## config.mk

```make
export PLATFORM = sky130hd
export DESIGN_NAME = mem_port_arbiter
export DESIGN_NICKNAME = d
export VERILOG_FILES = /design/src/rtl/tron_mem_pkg.sv /design/src/rtl/mem_port_arbiter_rr_arb2.sv /design/src/rtl/mem_port_arbiter.sv
export SDC_FILE = /design/constraint.sdc
export NUM_CORES = 1
export LEC_CHECK = 0
export BUFFER_PORTS_ARGS = -buffer_cell sky130_fd_sc_hd__clkbuf_2
export CAP_MARGIN = 10
export CORE_ASPECT_RATIO = 0.5
export CORE_MARGIN = 5
export CORE_UTILIZATION = 30
export CTS_CLUSTER_SIZE = 24
export DETAILED_ROUTE_END_ITERATION = 12
export HOLD_SLACK_MARGIN = 0.1
export PLACE_DENSITY = 0.88
export RECOVER_POWER = 50
export SYNTH_ARGS = -nofsm -noshare
export SYNTH_HDL_FRONTEND = slang
export SYNTH_SLANG_ARGS = --single-unit
```

## constraint.sdc

```tcl
create_clock -name clk -period 1.95 [get_ports clk]
set_input_delay 0.39 -clock clk [delete_from_list [all_inputs] [get_ports clk]]
set_output_delay 0.39 -clock clk [all_outputs]
set_load 0.005 [all_outputs]
```

## src/rtl/tron_mem_pkg.sv

```systemverilog
// Shared constants and types for the two-requester memory port arbiter.
package tron_mem_pkg;

   // Arbiter FSM: free arbitration, or a locked burst owned by one requester.
   typedef enum logic [1:0] {
      ST_IDLE   = 2'd0,
      ST_BURST0 = 2'd1,
      ST_BURST1 = 2'd2
   } arb_state_e;

   // Default cap on consecutive locked grants while the other side waits.
   localparam int MAX_BURST_DEFAULT = 8;

   // Burst counter width; covers the full legal MAX_BURST range (1..255).
   localparam int BURST_CNT_W = 8;

   // Requester index constants, as stored in last_gnt.
   localparam logic REQ_IDX0 = 1'b0;
   localparam logic REQ_IDX1 = 1'b1;

   // Increment a burst count, holding it at the given ceiling.
   function automatic logic [BURST_CNT_W-1:0] sat_inc(
      input logic [BURST_CNT_W-1:0] cnt,
      input logic [BURST_CNT_W-1:0] ceiling
   );
      if (cnt >= ceiling) begin
         return ceiling;
      end
      return cnt + BURST_CNT_W'(1);
   endfunction

endpackage

```

## src/rtl/mem_port_arbiter_rr_arb2.sv

```systemverilog
// Two-way round-robin pick: a lone requester wins, a tie goes to the side
// that was not granted last.
module rr_arb2
   import tron_mem_pkg::*;
(
   input  logic req0,
   input  logic req1,
   input  logic last_gnt,
   output logic gnt0,
   output logic gnt1
);

   // Purely combinational pick; exactly one grant whenever anyone requests.
   always_comb begin
      gnt0 = 1'b0;
      gnt1 = 1'b0;
      if (req0 && req1) begin
         if (last_gnt == REQ_IDX0) begin
            gnt1 = 1'b1;
         end else begin
            gnt0 = 1'b1;
         end
      end else if (req0) begin
         gnt0 = 1'b1;
      end else if (req1) begin
         gnt1 = 1'b1;
      end
   end

endmodule

```

## src/rtl/mem_port_arbiter.sv

```systemverilog
// Arbitrates two requesters onto a single memory port with round-robin
// fairness, locked bursts bounded by MAX_BURST, and read-return tagging.
module mem_port_arbiter
   import tron_mem_pkg::*;
#(
   parameter int DATA_WIDTH = 16,
   parameter int ADDR_WIDTH = 16,
   parameter int MAX_BURST  = MAX_BURST_DEFAULT
) (
   input  logic                  clk,
   input  logic                  reset,
   input  logic                  req0,
   input  logic                  req1,
   input  logic                  lock0,
   input  logic                  lock1,
   input  logic                  we0,
   input  logic                  we1,
   input  logic [ADDR_WIDTH-1:0] addr0,
   input  logic [ADDR_WIDTH-1:0] addr1,
   input  logic [DATA_WIDTH-1:0] wdata0,
   input  logic [DATA_WIDTH-1:0] wdata1,
   output logic                  gnt0,
   output logic                  gnt1,
   output logic                  rvalid0,
   output logic                  rvalid1,
   output logic [DATA_WIDTH-1:0] rdata0,
   output logic [DATA_WIDTH-1:0] rdata1,
   output logic [ADDR_WIDTH-1:0] mem_addr,
   output logic                  mem_we,
   output logic [DATA_WIDTH-1:0] mem_wdata,
   input  logic [DATA_WIDTH-1:0] mem_rdata
);

   localparam logic [BURST_CNT_W-1:0] MAX_CNT = BURST_CNT_W'(MAX_BURST);

   arb_state_e             state_q, state_d;
   logic                   last_gnt_q, last_gnt_d;
   logic [BURST_CNT_W-1:0] burst_cnt_q, burst_cnt_d;
   logic                   rvalid0_q, rvalid1_q;

   logic                   rr_gnt0, rr_gnt1;
   logic                   gnt0_c, gnt1_c;
   logic                   owner_granted;
   logic                   owner_lock;
   logic                   other_req;
   logic [BURST_CNT_W-1:0] cnt_inc;
   logic                   sel;

   rr_arb2 u_rr_arb2 (
      .req0     (req0),
      .req1     (req1),
      .last_gnt (last_gnt_q),
      .gnt0     (rr_gnt0),
      .gnt1     (rr_gnt1)
   );

   // Grant: the burst owner keeps the port while it requests; otherwise the
   // round-robin pick decides. Nothing is granted while reset is held.
   always_comb begin
      gnt0_c = 1'b0;
      gnt1_c = 1'b0;
      if (!reset) begin
         if (state_q == ST_BURST0 && req0) begin
            gnt0_c = 1'b1;
         end else if (state_q == ST_BURST1 && req1) begin
            gnt1_c = 1'b1;
         end else begin
            gnt0_c = rr_gnt0;
            gnt1_c = rr_gnt1;
         end
      end
   end

   // Next state, burst counter and last-grant tracking.
   // The burst cap is checked against the count including the current grant,
   // so the owner receives exactly MAX_BURST grants before a waiting peer
   // gets the port on the following cycle.
   always_comb begin
      state_d       = state_q;
      burst_cnt_d   = burst_cnt_q;
      last_gnt_d    = last_gnt_q;
      owner_granted = 1'b0;
      owner_lock    = 1'b0;
      other_req     = 1'b0;
      cnt_inc       = sat_inc(burst_cnt_q, MAX_CNT);

      if (gnt0_c) begin
         last_gnt_d = REQ_IDX0;
      end else if (gnt1_c) begin
         last_gnt_d = REQ_IDX1;
      end

      if (state_q == ST_BURST0) begin
         owner_granted = gnt0_c;
         owner_lock    = lock0;
         other_req     = req1;
      end else if (state_q == ST_BURST1) begin
         owner_granted = gnt1_c;
         owner_lock    = lock1;
         other_req     = req0;
      end

      if (owner_granted) begin
         if (owner_lock && !(cnt_inc == MAX_CNT && other_req)) begin
            burst_cnt_d = cnt_inc;
         end else begin
            state_d     = ST_IDLE;
            burst_cnt_d = '0;
         end
      end else if (gnt0_c && lock0 && !(MAX_CNT == BURST_CNT_W'(1) && req1)) begin
         // A cap of one means the first grant already exhausts the burst.
         state_d     = ST_BURST0;
         burst_cnt_d = BURST_CNT_W'(1);
      end else if (gnt1_c && lock1 && !(MAX_CNT == BURST_CNT_W'(1) && req0)) begin
         state_d     = ST_BURST1;
         burst_cnt_d = BURST_CNT_W'(1);
      end else begin
         state_d     = ST_IDLE;
         burst_cnt_d = '0;
      end
   end

   // Memory port mux: granted requester, or last_gnt's fields when idle.
   always_comb begin
      sel       = last_gnt_q;
      if (gnt1_c) begin
         sel = REQ_IDX1;
      end else if (gnt0_c) begin
         sel = REQ_IDX0;
      end
      mem_addr  = (sel == REQ_IDX1) ? addr1  : addr0;
      mem_wdata = (sel == REQ_IDX1) ? wdata1 : wdata0;
      mem_we    = (gnt0_c & we0) | (gnt1_c & we1);
   end

   // State registers; read returns are tagged one cycle after a granted read.
   always_ff @(posedge clk or posedge reset) begin
      if (reset) begin
         state_q     <= ST_IDLE;
         last_gnt_q  <= REQ_IDX1;
         burst_cnt_q <= '0;
         rvalid0_q   <= 1'b0;
         rvalid1_q   <= 1'b0;
      end else begin
         state_q     <= state_d;
         last_gnt_q  <= last_gnt_d;
         burst_cnt_q <= burst_cnt_d;
         rvalid0_q   <= gnt0_c & ~we0;
         rvalid1_q   <= gnt1_c & ~we1;
      end
   end

   assign gnt0    = gnt0_c;
   assign gnt1    = gnt1_c;
   assign rvalid0 = rvalid0_q;
   assign rvalid1 = rvalid1_q;
   assign rdata0  = mem_rdata;
   assign rdata1  = mem_rdata;

endmodule

```

==> reports/qor.csv, run 1 <==
metric;value;unit
tns;-8.74;ns
fin_skew;0.00321;ns
p_per_area;606;nW/um2
p_total;0.00112;W
area_growth;40.5;%
clk_path_buf_depth;2;
cp_data_required_time;1.56;ns
path_max_fanout;23;
wl_per_cell;13.7;um
slew_viol_final;0;
synthCells;124;
clk-insertion-delay-late;0.24;ns
leakagePower;0.976;nW
yosysWarnings;0;
cts_buffers;3;
power_frac_seq;27.2;%
hold_viol_final;0;
synth-seq-area-share;25.0;%
drc;0;
grt_usage;12.3;%
ys_seq_elements;13;
yosysUniqueCellTypes;35;
synth-main-ff-cell;dfrtp_1;
io_buffers;108;
nNetsFinal;308;
grt_max_degree;24;
die-height;56.7;um
hold_class;in2reg;
crit_arrival;1.86;ns
worst_pin_slew;0.668;ns
via_per_inst;4.48;
cts.sinks;13;
synth_edf_count;0;
rows;17;
netlist_area;1310;um2
max_freq;0.445;GHz
rr_startpoint;state_q[1]$_DFFE_PP0P_;
hold_path_end;rvalid1$_DFF_PP0_;
startpoint;state_q[1]$_DFFE_PP0P_;
slew_headroom;55.5;%
clock-root-buffer;clkbuf_8;
worstSetupPathType;reg2out;
pre_cts_ws;-0.106;ns
ff2ff_path_depth;5;
tritoncts;built;
switching_share;30.3;%
drtIter0Drc;74;
antennaDiodeCount;0;
num_vias;1228;
final_cells;274;
cts_max_level;1;
vdd_drop_max;328;uV
cp-start-kind;flip-flop;
whs;0.314;ns
setup_viol;33;
place_inst;270;
r2r-end;burst_cnt_q[0]$_DFF_PP0_;
die_area;5860;um2
gp_congestion;0.733;
violations;setup timing;
status;finished with violations;
syn_area_per_cell;10.6;um2
p_clk_share;20.6;%
p_switching;0.000338;W
rrSetupSlack;0.21;ns
antenna_left;0;
drive_gt1_share;75.1;%
min_period;2.25;ns
hpwl;3230;um
max_stage_delay;0.40;ns
core;4300;um2
hold_buffers;0;
gr-total-overflow;0;
fin_ws;-0.297;ns
grt_antenna_before_repair;0;
worstPathCellList;and2b_4, o2bb2ai_2, a31oi_4, buf_12, mux2_2, clkbuf_2;
initial_core_util;30.5;%
cpMaxStageDelayCell;dfrtp_1;
p_int;0.000778;W
clk_pin_slew;0.05;ns
drt-total-wl;3760;um
drt_first_pass_iters;4;
die_x;103;um
grt_pass1_wl;5900;um
whs_path_depth;2;
rsz0062_at_grt;true;
comb_power_share;52.2;%
synth-async-reset-ratio;100;%
grt_pass1_vias;1348;
finalCritPeriodShare;115;%
worstHoldStart;we1;
crit_path_end_kind;output pin;
io_pins;157;
maxCapViolCount;0;
state kept, by name (all words and copies together) (netlist names):
| signal | flops |
|---|---|
| state_q | 2 |
| burst_cnt_q | 8 |
| rvalid1 | 1 |
| last_gnt_q | 1 |
| rvalid0 | 1 |
synthesized netlist by cell type (2+ instances only):
master | number | area (um2)
buf_4 | 32 | 240
mux2_2 | 28 | 315
dfrtp_1 | 12 | 300
inv_1 | 7 | 26.3
mux2_1 | 4 | 45.0
nand3_1 | 4 | 20.0
buf_6 | 3 | 33.8
nor2_1 | 3 | 11.3
nor2b_1 | 3 | 18.8
a32o_1 | 2 | 20.0
ha_1 | 2 | 25.0
power by group through the flow:
stage	sequential [W]	clock [W]	combinational [W]
floorplan	0.000308	0	0.000365
global placement	0.000303	0	0.000545
detailed placement	0.000306	0	0.000562
CTS	0.000304	0.000239	0.000581
global route	0.000305	0.000249	0.000625
finish	0.000303	0.000229	0.000583
layout make-up:
cell class	instances	area, um2
multi-input cells	72	728
flip-flops and latches	13	327
fillers	423	2460
repair buffers	121	642
well taps	57	71.3
inverters	7	26.3
clock buffers	4	45.0
through the flow:
stage                     util [%]  cell area (um2)
after floorplan                  -             1320
after global placement        41.1             1770
after detailed placement      41.1             1770
after CTS                     42.8             1840
after global routing          42.8             1840
final                         42.8             1840
kinds of logic after synthesis:
| group | after synthesis | synth area share [%] |
|---|---|---|
| buffers and inverters | 42 | 22.9 |
| AND/OR/NAND/NOR | 18 | 8.99 |
| XOR/XNOR | 1 | 0.669 |
| other | 1 | 0.287 |
| multiplexers | 32 | 27.5 |
| AO/OA/AOI/OAI | 15 | 12.7 |
| adder cells (fa/ha/maj) | 2 | 1.91 |
| flip-flops | 13 | 25.0 |
worst max-delay path: cells and delay by family (launching register included):
| kind | cells | cell delay (ns) |
|---|---|---|
| compound gates | 2 | 0.32 |
| flops | 1 | 0.40 |
| simple gates | 1 | 0.22 |
| buf+inv | 2 | 0.32 |
| mux | 1 | 0.36 |
worst max path at each step:
| stage | to | slack (ns) |
|---|---|---|
| 5_1_grt | mem_wdata[13] | -0.36 |
| 3_5_place_dp | mem_wdata[11] | -0.11 |
| 3_3_place_gp | mem_wdata[5] | -0.06 |
| 4_1_cts | mem_wdata[11] | -0.31 |
| 2_1_floorplan | mem_addr[10] | 0.02 |
| 6_report | mem_addr[14] | -0.30 |
layout by cell type (no fill, tap or decap), types with 2 or more instances in the layout:
cell type and count:
buf_4 10, clkbuf_1 4, conb_1 4, mux2_1 4, ha_1 2, nor2_1 3
clkbuf_8 3, nor2b_1 2, mux2_4 5, nand3_1 4, nor2b_2 2, clkbuf_2 106
mux2_2 23, dfrtp_1 12, inv_1 7, a32o_1 2
routing by layer:
| metal | global-route usage [%] | up-vias | share of wire, % | routed length [um] |
|---|---|---|---|---|
| met5 | 0 | - | 0 | 0 |
| met4 | 4.98 | 0 | 1.9 | 71 |
| met3 | 3.10 | 14 | 7.9 | 297 |
| met2 | 24.2 | 56 | 56 | 2100 |
| met1 | 12.0 | 573 | 34 | 1290 |
| li1 | - | 585 | - | - |
what timing repair did:
action | 4_1_cts | 5_1_grt
buffers inserted | 0 | 1
gates resized for setup | 8 | 4
pin swaps | 2 | 2
setup endpoints to repair | 34 | 34
(Power assumes the default switching activity.)
==> run 2, diff against run 1 <==
==> constraint.sdc (replaced) <==
create_clock -name clk -period 1.95 [get_ports clk]
set_input_delay 0.39 -clock clk [delete_from_list [all_inputs] [get_ports clk]]
set_output_delay 0.39 -clock clk [all_outputs]
set_load 0.02 [all_outputs]
==> run 2 against run 1 <==
Against the previous run:
- the flow still finishes with violations (setup timing)
- register-to-register slack worse by 0.13 ns
- die area unchanged
- global-route usage up 4.1 points
- critical path type unchanged
- largest power group unchanged
- highest routed layer unchanged
==> reports/qor.csv, run 2 (synthesis results as in run 1) <==
metric;value;unit
max_stage_delay;0.56;ns
clk-insertion-delay-late;0.24;ns
cp_data_required_time;1.56;ns
clk_path_buf_depth;2;
grt_max_degree;17;
hpwl;3540;um
worstSetupPathType;reg2out;
io_pins;157;
fin_ws;-0.385;ns
via_per_inst;4.81;
max_freq;0.428;GHz
maxCapViolCount;0;
clock-root-buffer;clkbuf_8;
regMostFlops;burst_cnt_q;
fin_util;46.4;%
die-height;56.7;um
pre_cts_ws;-0.181;ns
crit_arrival;1.95;ns
cts.sinks;13;
grt_usage;16.5;%
r2r-end;burst_cnt_q[3]$_DFF_PP0_;
whs_path_depth;2;
die_x;103;um
drt_first_pass_iters;5;
hold_buffers;0;
ff2ff_path_depth;4;
area_growth;52.2;%
status;finished with violations;
whs;0.309;ns
cts_max_level;1;
rrSetupSlack;0.08;ns
tritoncts;built;
gr-total-overflow;0;
antenna_left;0;
slew_viol_final;0;
clk_pin_slew;0.05;ns
violations;setup timing;
initial_core_util;30.5;%
cp-start-kind;flip-flop;
rows;17;
nNetsFinal;313;
gp_congestion;0.833;
num_vias;1343;
endpoint;mem_addr[4];
p_per_area;713;nW/um2
setup_viol;35;
cpMaxStageDelayCell;dfstp_2;
hold_class;in2reg;
worstPathCellList;nor2b_2, o2bb2ai_2, a31oi_4, buf_12, mux2_2, clkbuf_2;
p_total;0.00142;W
num-fill-cells;404;
cts_buffers;3;
final_cell_mix;clkbuf_2, mux2_2, buf_4;
antennaDiodeCount;0;
fin_skew;0.00419;ns
wl_per_cell;17.8;um
drc;0;
die_area;5860;um2
grt_pass1_vias;1591;
largest_reg_flops;8;
worst_pin_slew;0.731;ns
grt_pass1_wl;7650;um
drtIter0Drc;109;
path_max_fanout;16;
crit_path_end_kind;output pin;
hold_viol_final;0;
grt_antenna_before_repair;0;
min_period;2.34;ns
rsz0062_at_grt;true;
slew_headroom;51.3;%
finalCritPeriodShare;120;%
final_common_cell;clkbuf_2;
drive_gt1_share;77.5;%
reg_top3;burst_cnt_q x8, state_q x2;
rr_startpoint;burst_cnt_q[5]$_DFF_PP0_;
vdd_drop_max;356;uV
startpoint;last_gnt_q$_DFFE_PP1P_;
drt-total-wl;4960;um
io_buffers;108;
leakagePower;1.04;nW
core;4300;um2
-- run 2: cell count changes in the layout (fill, tap and decap cells not counted), sizes merged --
cell | previous run | this run
buf | 12 | 38
clkbuf | 113 | 92
-- run 2: per-layer routing --
metal  track usage (%)  up-vias  wire (um)
met1              16.8      628       1790
met3              4.71       23        329
met2              29.3       86       2700
met4              10.1        0        140
li1                  -      606          -
met5                 0        -          0
-- run 2: through the flow --
step	setup TNS, ns	std cells	area [um2]
final	-11.59	279	1990
after global routing	-13.25	279	1990
after CTS	-11.64	281	1980
after detailed placement	-4.97	269	1760
after global placement	-3.11	269	1760
after floorplan	-0.254	127	1320
-- run 2: power by group --
group	internal [W]	total, W	switching [W]
Sequential	0.000289	0.000302	0.0000128
Clock	0.000144	0.000235	0.0000905
Combinational	0.000446	0.000883	0.000436
Total	0.000880	0.00142	0.000540
-- run 2: worst max-delay path, delay by kind of cell, from the launching register on --
kind	cells	cell delay [ns]
multiplexers	1	0.36
AO/OA/AOI/OAI	2	0.37
AND/OR/NAND/NOR	1	0.05
flip-flops	1	0.56
buffers and inverters	2	0.36
-- run 2: repair_timing --
action                     4_1_cts  5_1_grt
cloned                           2        0
pin swaps                        2        1
buffers inserted                 6        1
resized for setup               22       48
setup endpoints to repair       35       35
-- run 2: worst min-delay path by stage --
stage,from,slack (ns),end
5_1_grt,we1,0.31,rvalid1$_DFF_PP0_
3_3_place_gp,burst_cnt_q[0]$_DFF_PP0_,0.53,burst_cnt_q[0]$_DFF_PP0_
3_5_place_dp,burst_cnt_q[0]$_DFF_PP0_,0.53,burst_cnt_q[0]$_DFF_PP0_
4_1_cts,we1,0.31,rvalid1$_DFF_PP0_
6_report,we1,0.31,rvalid1$_DFF_PP0_
2_1_floorplan,reset,0.30,burst_cnt_q[0]$_DFF_PP0_
-- run 2: area by class of cell --
class	count	area (um2)	area share (%)
Timing Repair Buffer	126	783	39.3
Multi-Input combinational cell	72	739	37.1
Sequential cell	13	327	16.4
Tap cell	57	71.3	3.58
Clock buffer	4	45.0	2.26
Inverter	7	26.3	1.32
